**src/rtl/skeleton_pkg.sv**
```systemverilog
// Shared state encoding, header ID and word-formatting helpers for the
// multi-input/multi-output math test skeleton.
package skeleton_pkg;

  typedef enum logic [1:0] {
    ST_IDLE,
    ST_LOAD,
    ST_LAUNCH,
    ST_WAIT
  } state_e;

  localparam logic [3:0] HEAD_ID = 4'd5;

  // The status word sits at the all-ones address of the host bus.
  function automatic logic [31:0] status_addr(input int unsigned adr_w);
    return (32'd1 << adr_w) - 32'd1;
  endfunction

  // n ones in the LSBs; fills the unused low bits of an MSB-aligned data word.
  function automatic logic [63:0] pad_ones(input int unsigned n);
    return (64'd1 << n) - 64'd1;
  endfunction

endpackage

```
**src/rtl/skeleton_regfile.sv**
```systemverilog
// Input/output word RAM with host address decode and a registered read mux.
// Input words are host-writable only while the sequencer allows it.
module skeleton_regfile
  import skeleton_pkg::*;
#(
  parameter int BITWIDTH_IN  = 8,
  parameter int BITWIDTH_OUT = 8,
  parameter int BITWIDTH_SYS = 16,
  parameter int BITWIDTH_ADR = 6,
  parameter int SIZE_INPUT   = 4,
  parameter int SIZE_OUTPUT  = 2,
  parameter int STAT_W       = 10
) (
  input  logic                                clk,
  input  logic                                rst,
  input  logic                                rnw,
  input  logic                                wr_allow,
  input  logic                                cap_en,
  input  logic [BITWIDTH_ADR-1:0]             adr,
  input  logic [BITWIDTH_SYS-1:0]             data_in,
  input  logic [SIZE_OUTPUT*BITWIDTH_OUT-1:0] cap_vec,
  input  logic [STAT_W-1:0]                   status,
  output logic [SIZE_INPUT*BITWIDTH_IN-1:0]   in_vec,
  output logic [BITWIDTH_SYS-1:0]             data_out
);

  localparam logic [BITWIDTH_ADR-1:0] STATUS_ADR = BITWIDTH_ADR'(status_addr(BITWIDTH_ADR));
  localparam int SH_IN  = BITWIDTH_SYS - BITWIDTH_IN;
  localparam int SH_OUT = BITWIDTH_SYS - BITWIDTH_OUT;
  localparam int SH_ST  = BITWIDTH_SYS - STAT_W;
  localparam logic [BITWIDTH_SYS-1:0] PAD_IN  = BITWIDTH_SYS'(pad_ones(SH_IN));
  localparam logic [BITWIDTH_SYS-1:0] PAD_OUT = BITWIDTH_SYS'(pad_ones(SH_OUT));

  logic [SIZE_INPUT-1:0][BITWIDTH_IN-1:0]   in_ram_q, in_ram_d;
  logic [SIZE_OUTPUT-1:0][BITWIDTH_OUT-1:0] out_ram_q, out_ram_d;
  logic [BITWIDTH_SYS-1:0]                  data_out_q, data_out_d;

  // Only the top BITWIDTH_IN bits of a write are stored.
  logic unused_data_in;
  assign unused_data_in = ^data_in;

  always_comb begin
    in_ram_d = in_ram_q;
    if (!rnw && wr_allow) begin
      for (int k = 0; k < SIZE_INPUT; k++) begin
        if (adr == BITWIDTH_ADR'(k)) begin
          in_ram_d[k] = data_in[BITWIDTH_SYS-1 -: BITWIDTH_IN];
        end
      end
    end
  end

  always_comb begin
    out_ram_d = out_ram_q;
    if (cap_en) begin
      out_ram_d = cap_vec;
    end
  end

  // Non-read cycles hold the last read value; unmapped addresses read zero.
  always_comb begin
    data_out_d = data_out_q;
    if (rnw) begin
      data_out_d = '0;
      for (int k = 0; k < SIZE_INPUT; k++) begin
        if (adr == BITWIDTH_ADR'(k)) begin
          data_out_d = (BITWIDTH_SYS'(in_ram_q[k]) << SH_IN) | PAD_IN;
        end
      end
      for (int k = 0; k < SIZE_OUTPUT; k++) begin
        if (adr == BITWIDTH_ADR'(SIZE_INPUT + k)) begin
          data_out_d = (BITWIDTH_SYS'(out_ram_q[k]) << SH_OUT) | PAD_OUT;
        end
      end
      if (adr == STATUS_ADR) begin
        data_out_d = BITWIDTH_SYS'(status) << SH_ST;
      end
    end
  end

  always_ff @(posedge clk) begin
    if (rst) begin
      in_ram_q   <= '0;
      out_ram_q  <= '0;
      data_out_q <= '0;
    end else begin
      in_ram_q   <= in_ram_d;
      out_ram_q  <= out_ram_d;
      data_out_q <= data_out_d;
    end
  end

  assign in_vec   = in_ram_q;
  assign data_out = data_out_q;

endmodule

```
**src/rtl/skeleton_math_vec.sv**
```systemverilog
// Test skeleton top: host bus front end, launch/capture sequencer and latency
// counter wrapped around an externally instantiated math/activation DUT.
module skeleton_math_vec
  import skeleton_pkg::*;
#(
  parameter int BITWIDTH_IN   = 8,
  parameter int BITWIDTH_OUT  = 8,
  parameter int BITWIDTH_SYS  = 16,
  parameter int BITWIDTH_ADR  = 6,
  parameter int BITWIDTH_HEAD = 26,
  parameter int SIZE_INPUT    = 4,
  parameter int SIZE_OUTPUT   = 2,
  parameter int MAX_WAIT      = 255,
  parameter int BITWIDTH_CNT  = 8
) (
  input  logic                                CLK_SYS,
  input  logic                                RST,
  input  logic                                EN,
  input  logic                                TRGG_START_CALC,
  input  logic                                RnW,
  input  logic [BITWIDTH_ADR-1:0]             ADR,
  input  logic [BITWIDTH_SYS-1:0]             DATA_IN,
  output logic [BITWIDTH_SYS-1:0]             DATA_OUT,
  output logic [BITWIDTH_HEAD-1:0]            DATA_HEAD,
  output logic                                RDY,
  output logic                                DUT_START,
  output logic [SIZE_INPUT*BITWIDTH_IN-1:0]   DUT_DIN,
  input  logic [SIZE_OUTPUT*BITWIDTH_OUT-1:0] DUT_DOUT,
  input  logic                                DUT_VALID
);

  localparam int STAT_W = BITWIDTH_CNT + 2;
  localparam logic [BITWIDTH_CNT-1:0] MAX_CNT = BITWIDTH_CNT'(MAX_WAIT);
  localparam logic [BITWIDTH_CNT-1:0] SAT_CNT = '1;

  state_e                             state_q, state_d;
  logic [BITWIDTH_CNT-1:0]            lat_q, lat_d, lat_inc;
  logic                               timeout_q, timeout_d;
  logic                               done_q, done_d;
  logic [SIZE_INPUT*BITWIDTH_IN-1:0]  din_q, din_d;
  logic                               valid_q, valid_d;
  logic [SIZE_OUTPUT*BITWIDTH_OUT-1:0] dout_q, dout_d;
  logic                               sync_rst;
  logic                               cap_en;
  logic [SIZE_INPUT*BITWIDTH_IN-1:0]  in_vec;

  assign sync_rst = RST | ~EN;

  skeleton_regfile #(
    .BITWIDTH_IN  (BITWIDTH_IN),
    .BITWIDTH_OUT (BITWIDTH_OUT),
    .BITWIDTH_SYS (BITWIDTH_SYS),
    .BITWIDTH_ADR (BITWIDTH_ADR),
    .SIZE_INPUT   (SIZE_INPUT),
    .SIZE_OUTPUT  (SIZE_OUTPUT),
    .STAT_W       (STAT_W)
  ) u_regfile (
    .clk      (CLK_SYS),
    .rst      (sync_rst),
    .rnw      (RnW),
    .wr_allow (state_q == ST_IDLE),
    .cap_en   (cap_en),
    .adr      (ADR),
    .data_in  (DATA_IN),
    .cap_vec  (dout_q),
    .status   ({timeout_q, done_q, lat_q}),
    .in_vec   (in_vec),
    .data_out (DATA_OUT)
  );

  // DUT_VALID/DUT_DOUT pass through one register so that a DUT answering in the
  // launch cycle itself is seen in the first WAIT cycle and reports latency 1;
  // the count is inclusive of the DUT_START cycle.
  always_comb begin
    state_d   = state_q;
    lat_d     = lat_q;
    timeout_d = timeout_q;
    done_d    = done_q;
    din_d     = din_q;
    cap_en    = 1'b0;
    valid_d   = DUT_VALID && (state_q == ST_LAUNCH || state_q == ST_WAIT);
    dout_d    = DUT_DOUT;
    lat_inc   = (lat_q == SAT_CNT) ? lat_q : lat_q + BITWIDTH_CNT'(1);

    unique case (state_q)
      ST_IDLE: begin
        if (TRGG_START_CALC) begin
          done_d  = 1'b0;
          state_d = ST_LOAD;
        end
      end
      ST_LOAD: begin
        din_d   = in_vec;
        state_d = ST_LAUNCH;
      end
      ST_LAUNCH: begin
        lat_d   = '0;
        state_d = ST_WAIT;
      end
      ST_WAIT: begin
        lat_d = lat_inc;
        if (valid_q) begin
          cap_en    = 1'b1;
          timeout_d = 1'b0;
          done_d    = 1'b1;
          state_d   = ST_IDLE;
        end else if (lat_inc >= MAX_CNT) begin
          cap_en    = 1'b1;
          timeout_d = 1'b1;
          done_d    = 1'b1;
          state_d   = ST_IDLE;
        end
      end
      default: state_d = ST_IDLE;
    endcase
  end

  always_ff @(posedge CLK_SYS) begin
    if (sync_rst) begin
      state_q   <= ST_IDLE;
      lat_q     <= '0;
      timeout_q <= 1'b0;
      done_q    <= 1'b0;
      din_q     <= '0;
      valid_q   <= 1'b0;
      dout_q    <= '0;
    end else begin
      state_q   <= state_d;
      lat_q     <= lat_d;
      timeout_q <= timeout_d;
      done_q    <= done_d;
      din_q     <= din_d;
      valid_q   <= valid_d;
      dout_q    <= dout_d;
    end
  end

  assign RDY       = (state_q == ST_IDLE);
  assign DUT_START = (state_q == ST_LAUNCH);
  assign DUT_DIN   = din_q;
  assign DATA_HEAD = BITWIDTH_HEAD'({HEAD_ID, 6'(SIZE_INPUT), 6'(SIZE_OUTPUT),
                                     5'(BITWIDTH_IN), 5'(BITWIDTH_OUT)});

endmodule
```
**config.mk**
```make
export PLATFORM = sky130hd
export DESIGN_NAME = skeleton_math_vec
export DESIGN_NICKNAME = d
export VERILOG_FILES = /design/src/rtl/skeleton_pkg.sv /design/src/rtl/skeleton_regfile.sv /design/src/rtl/skeleton_math_vec.sv
export SDC_FILE = /design/constraint.sdc
export NUM_CORES = 1
export LEC_CHECK = 0
export ABC_AREA = 1
export BUFFER_PORTS_ARGS = -buffer_cell sky130_fd_sc_hd__buf_4
export CAP_MARGIN = 20
export CORE_ASPECT_RATIO = 0.7
export CORE_UTILIZATION = 54
export DETAILED_ROUTE_END_ITERATION = 10
export PLACE_DENSITY = 0.84
export SYNTH_ARGS = -nofsm -noshare
export SYNTH_HDL_FRONTEND = slang
export SYNTH_SLANG_ARGS = --single-unit
```
**constraint.sdc**
```tcl
create_clock -name CLK_SYS -period 2.2 [get_ports CLK_SYS]
set_input_delay 0.11 -clock CLK_SYS [delete_from_list [all_inputs] [get_ports CLK_SYS]]
set_output_delay 0.11 -clock CLK_SYS [all_outputs]
set_load 0.02 [all_outputs]
```
==> metrics.md <==
| Metric | Value |
|---|---|
| Status | complete, no violations |
| Via count | just over 5,000 |
| Setup TNS | 0 ps |
| Yosys Warn Count | 0 |
| Synth Register Bits | 120 |
| Routability congestion estimate | between 0.9 and 1 |
| Top cell type's share of synthesized area | 45.6% |
| Slowest stage delay, CP | about 370 ps |
| Pin count of the biggest net entering global routing | 80 |
| Post-DP HPWL | ~9400 um |
| Post-CTS repair timing setup buffer count | 0 |
| Fin crit share | about 94% |
| Power Dens Cells | 825 mW/mm^2 |
| Sinks on the clock net | 120 |
| Max-Slew Margin vs Limit | between 50% and 60% |
| TritonCTS clock tree | yes |
| Antenna Nets Post-Route | 0 |
| Clock latency on the worst-skew pair | about 420 ps |
| Chip height | 84.6 um |
| Final Util | between 70 and 80% |
| Cell area after synthesis | 0.00527 mm^2 |
| FMAX | 483 MHz |
| WP buf/inv | 1 |
| Hold Path Class | in2reg |
| Critical Path Source Type | flop |
| Leakage power | ~2.7 nW |
| Vias in the first global route | about 4,700 |
| Detailed router's first-iteration violation count | between 400 and 500 |
| Total GRT Usage | roughly 29% |
| Internal power | between 4 and 5 mW |
| Top fanout value on the critical path | 9 |
| Root Driver | clkbuf_16 |
| Placement Rows | 29 |
| I/O Buffers | 85 |
| Sequential share of power | 40.3% |
| Initial Utilization | around 57% |
| Number of diodes | 0 |
| Max-Cap Viols | 0 |
| Worst reg-to-reg path cell count | 12 |
| Clock Pin Slew Worst Setup and Hold Paths | 50 ps |
| Initial antenna violation count | 0 |
| Hold_ws | ~20 ps |
| Main synth FF type | dfxtp_1 |
| Routed wire length | roughly 14,000 um |
| Clk_skew | about 5.4 ps |
| Worst slew pin tran | just over 700 ps |
| Endpoints failing hold | 0 |
| Syn avg cell area | between 7 and 8 um^2 |
| H-Tree Depth | 4 |
| Final Critical Period | a little over 2000 ps |
| Final Cell Area | ~0.0067 mm^2 |
| DRC Markers | 0 |
| Critical path's slowest cell | dfxtp_1 |
| Worst-path cell chain | ha_2, inv_1, nor2_2, nand2_4, a21oi_2, nand2_1, nor2_2, nand2_4, nand2_8, nand3_1, nand2_1, nor2_1 |
| Layout area overhead | 26.8% |
| Crit path max-delay family | simple AND/OR/NAND/NOR gates |
| Slew Limit Fails | 0 |
| Worst Path Required | approximately 2500 ps |
| Worst Hold Depth | 3 |
| Initial DRT Pass Iterations | 5 |
| Cells after synthesis | slightly above 700 |
| First-pass GRT wire length | ~22,000 um |
| Post-synth EDFFs | 0 |
| Avg WL per Cell | about 15 um |
| Cts bufs inserted | 17 |
| Cell count along the critical path | 12 |
| Grt ovf | 0 |
| Switching share of power | 21.8% |
| # IOs | 120 |
| Final setup viols | 0 |
| Share of post-route cells with drive strength above 1 | a little under a fifth |
| CP arrival | 2380 ps |
| Filler cell count in the final layout | between 700 and 800 |
| CP endpoint kind | flop |
| Top cell type by total area after synthesis | dfxtp_1 |
| Max IR drop VDD | between 0.6 and 0.7 mV |
| Die area | approximately 0.01 mm^2 |
| Seq/Total Area, Yosys | 45.6% |
| Nets | 850 |
| Logic pwr share | 7.1% |
| Die X | around 120 um |
| CTS Buffer Depth | 2 |
| Clock Power Share | between 50% and 60% |
| Worst Path Class, Setup | reg2reg |
| Dpl cell area | roughly 0.0058 mm^2 |
| Number of distinct library cells after synthesis | 35 |
| Core area | approximately 0.009 mm^2 |
| Dominant cells by area after synthesis | dfxtp_1 (46%), a21oi_1 (9.4%), nand2_1 (7.9%) |
| Psw | 1.20 mW |
| Ys async rst share | 0% |
| Vias per cell | 5.43 |
[state kept, by name, summed over array words and instances (netlist names)]
signal / flops
u_regfile.in_vec: 32
lat_q: 8
done_q: 1
dout_q: 16
timeout_q: 1
u_regfile.out_ram_q: 16
valid_q: 1
DUT_DIN: 32
u_regfile.data_out: 11
state_q: 2
[cell usage after synthesis (4+ instances only)]
library cell / number
nand3_1: 28
inv_1: 86
o21ai_0: 58
dfxtp_1: 120
buf_4: 32
clkbuf_1: 22
a21oi_2: 6
o22ai_1: 8
ha_1: 5
o21a_1: 4
buf_2: 5
nand2_1: 111
nand4_1: 10
a21oi_1: 99
nor2_1: 85
nand2_2: 4
[logic make-up after synthesis]
group,Yosys count,share of synthesized area (%)
buf+inv,152,14.0
flops,120,45.6
other cells,2,0.143
fa+ha+maj,5,1.19
compound gates,181,18.4
simple gates,250,20.3
xor+xnor,2,0.333
[metrics by stage]
| step | std cells | setup WS, ps | power, mW |
|---|---|---|---|
| after floorplan | 736 | 452 | 2.52 |
| after CTS | 936 | 74.4 | 5.51 |
| final | 938 | 129 | 5.51 |
| after global routing | 938 | -18.7 | 5.67 |
| after global placement | 885 | 225 | 2.60 |
| after detailed placement | 886 | 68.0 | 2.62 |
[layer usage]
layer | global-route usage, % | up-vias | wire, um
met5 | 0 | - | 0
met4 | 13.1 | 0 | 315
li1 | - | 2422 | -
met1 | 36.2 | 2327 | 5950
met2 | 45.3 | 305 | 6670
met3 | 8.56 | 40 | 1310
[area by class of cell]
cell class	instances	area [um^2]	area share [%]
Sequential cell	120	2400	36.0
Tap cell	124	155	2.32
Timing Repair Buffer	107	881	13.2
Inverter	89	334	5.00
Multi-Input combinational cell	466	2280	34.1
Clock inverter	7	113	1.69
Clock buffer	25	515	7.72
[timing repair]
| action | CTS | global route |
|---|---|---|
| setup endpoints to repair | 1 | 18 |
| cloned | 0 | 2 |
| hold endpoints to repair | 18 | 0 |
| hold buffers | 18 | 0 |
| pin swaps | 0 | 2 |
| gates resized for setup | 1 | 6 |
[worst min-delay path, delay by kind of cell]
kind            cells  cell delay, ps
compound gates      2             180
buf+inv             1             110
[cell usage in the layout, fill, tap and decap left out, drive strengths merged, types with 10 or more instances in the layout]
| master | count |
|---|---|
| nor2 | 89 |
| nand2 | 119 |
| dfxtp | 120 |
| clkbuf | 25 |
| dlygate4sd3 | 18 |
| o21ai | 59 |
| nand4 | 10 |
| conb | 26 |
| nand3 | 28 |
| inv | 88 |
| a21oi | 105 |
| buf | 89 |
[power groups by stage]
stage,clock network [mW],logic [mW],registers (mW)
detailed placement,0,0.351,2.27
CTS,2.91,0.382,2.22
global route,3.03,0.424,2.22
finish,2.90,0.389,2.22
global placement,0,0.336,2.27
floorplan,0,0.233,2.28
[path summary, 6_finish.rpt]
kind / startpoint / endpoint / slack [ps]
worst min register to register: DUT_DIN[29] / DUT_DIN[29] / 470
worst min-delay path: DATA_IN[15] / u_regfile.in_vec[15] / 20
worst max register to register: lat_q[1] / u_regfile.out_ram_q[14] / 130
worst max-delay path: lat_q[1] / u_regfile.out_ram_q[14] / 130
Power figures use the tool's default switching activity.
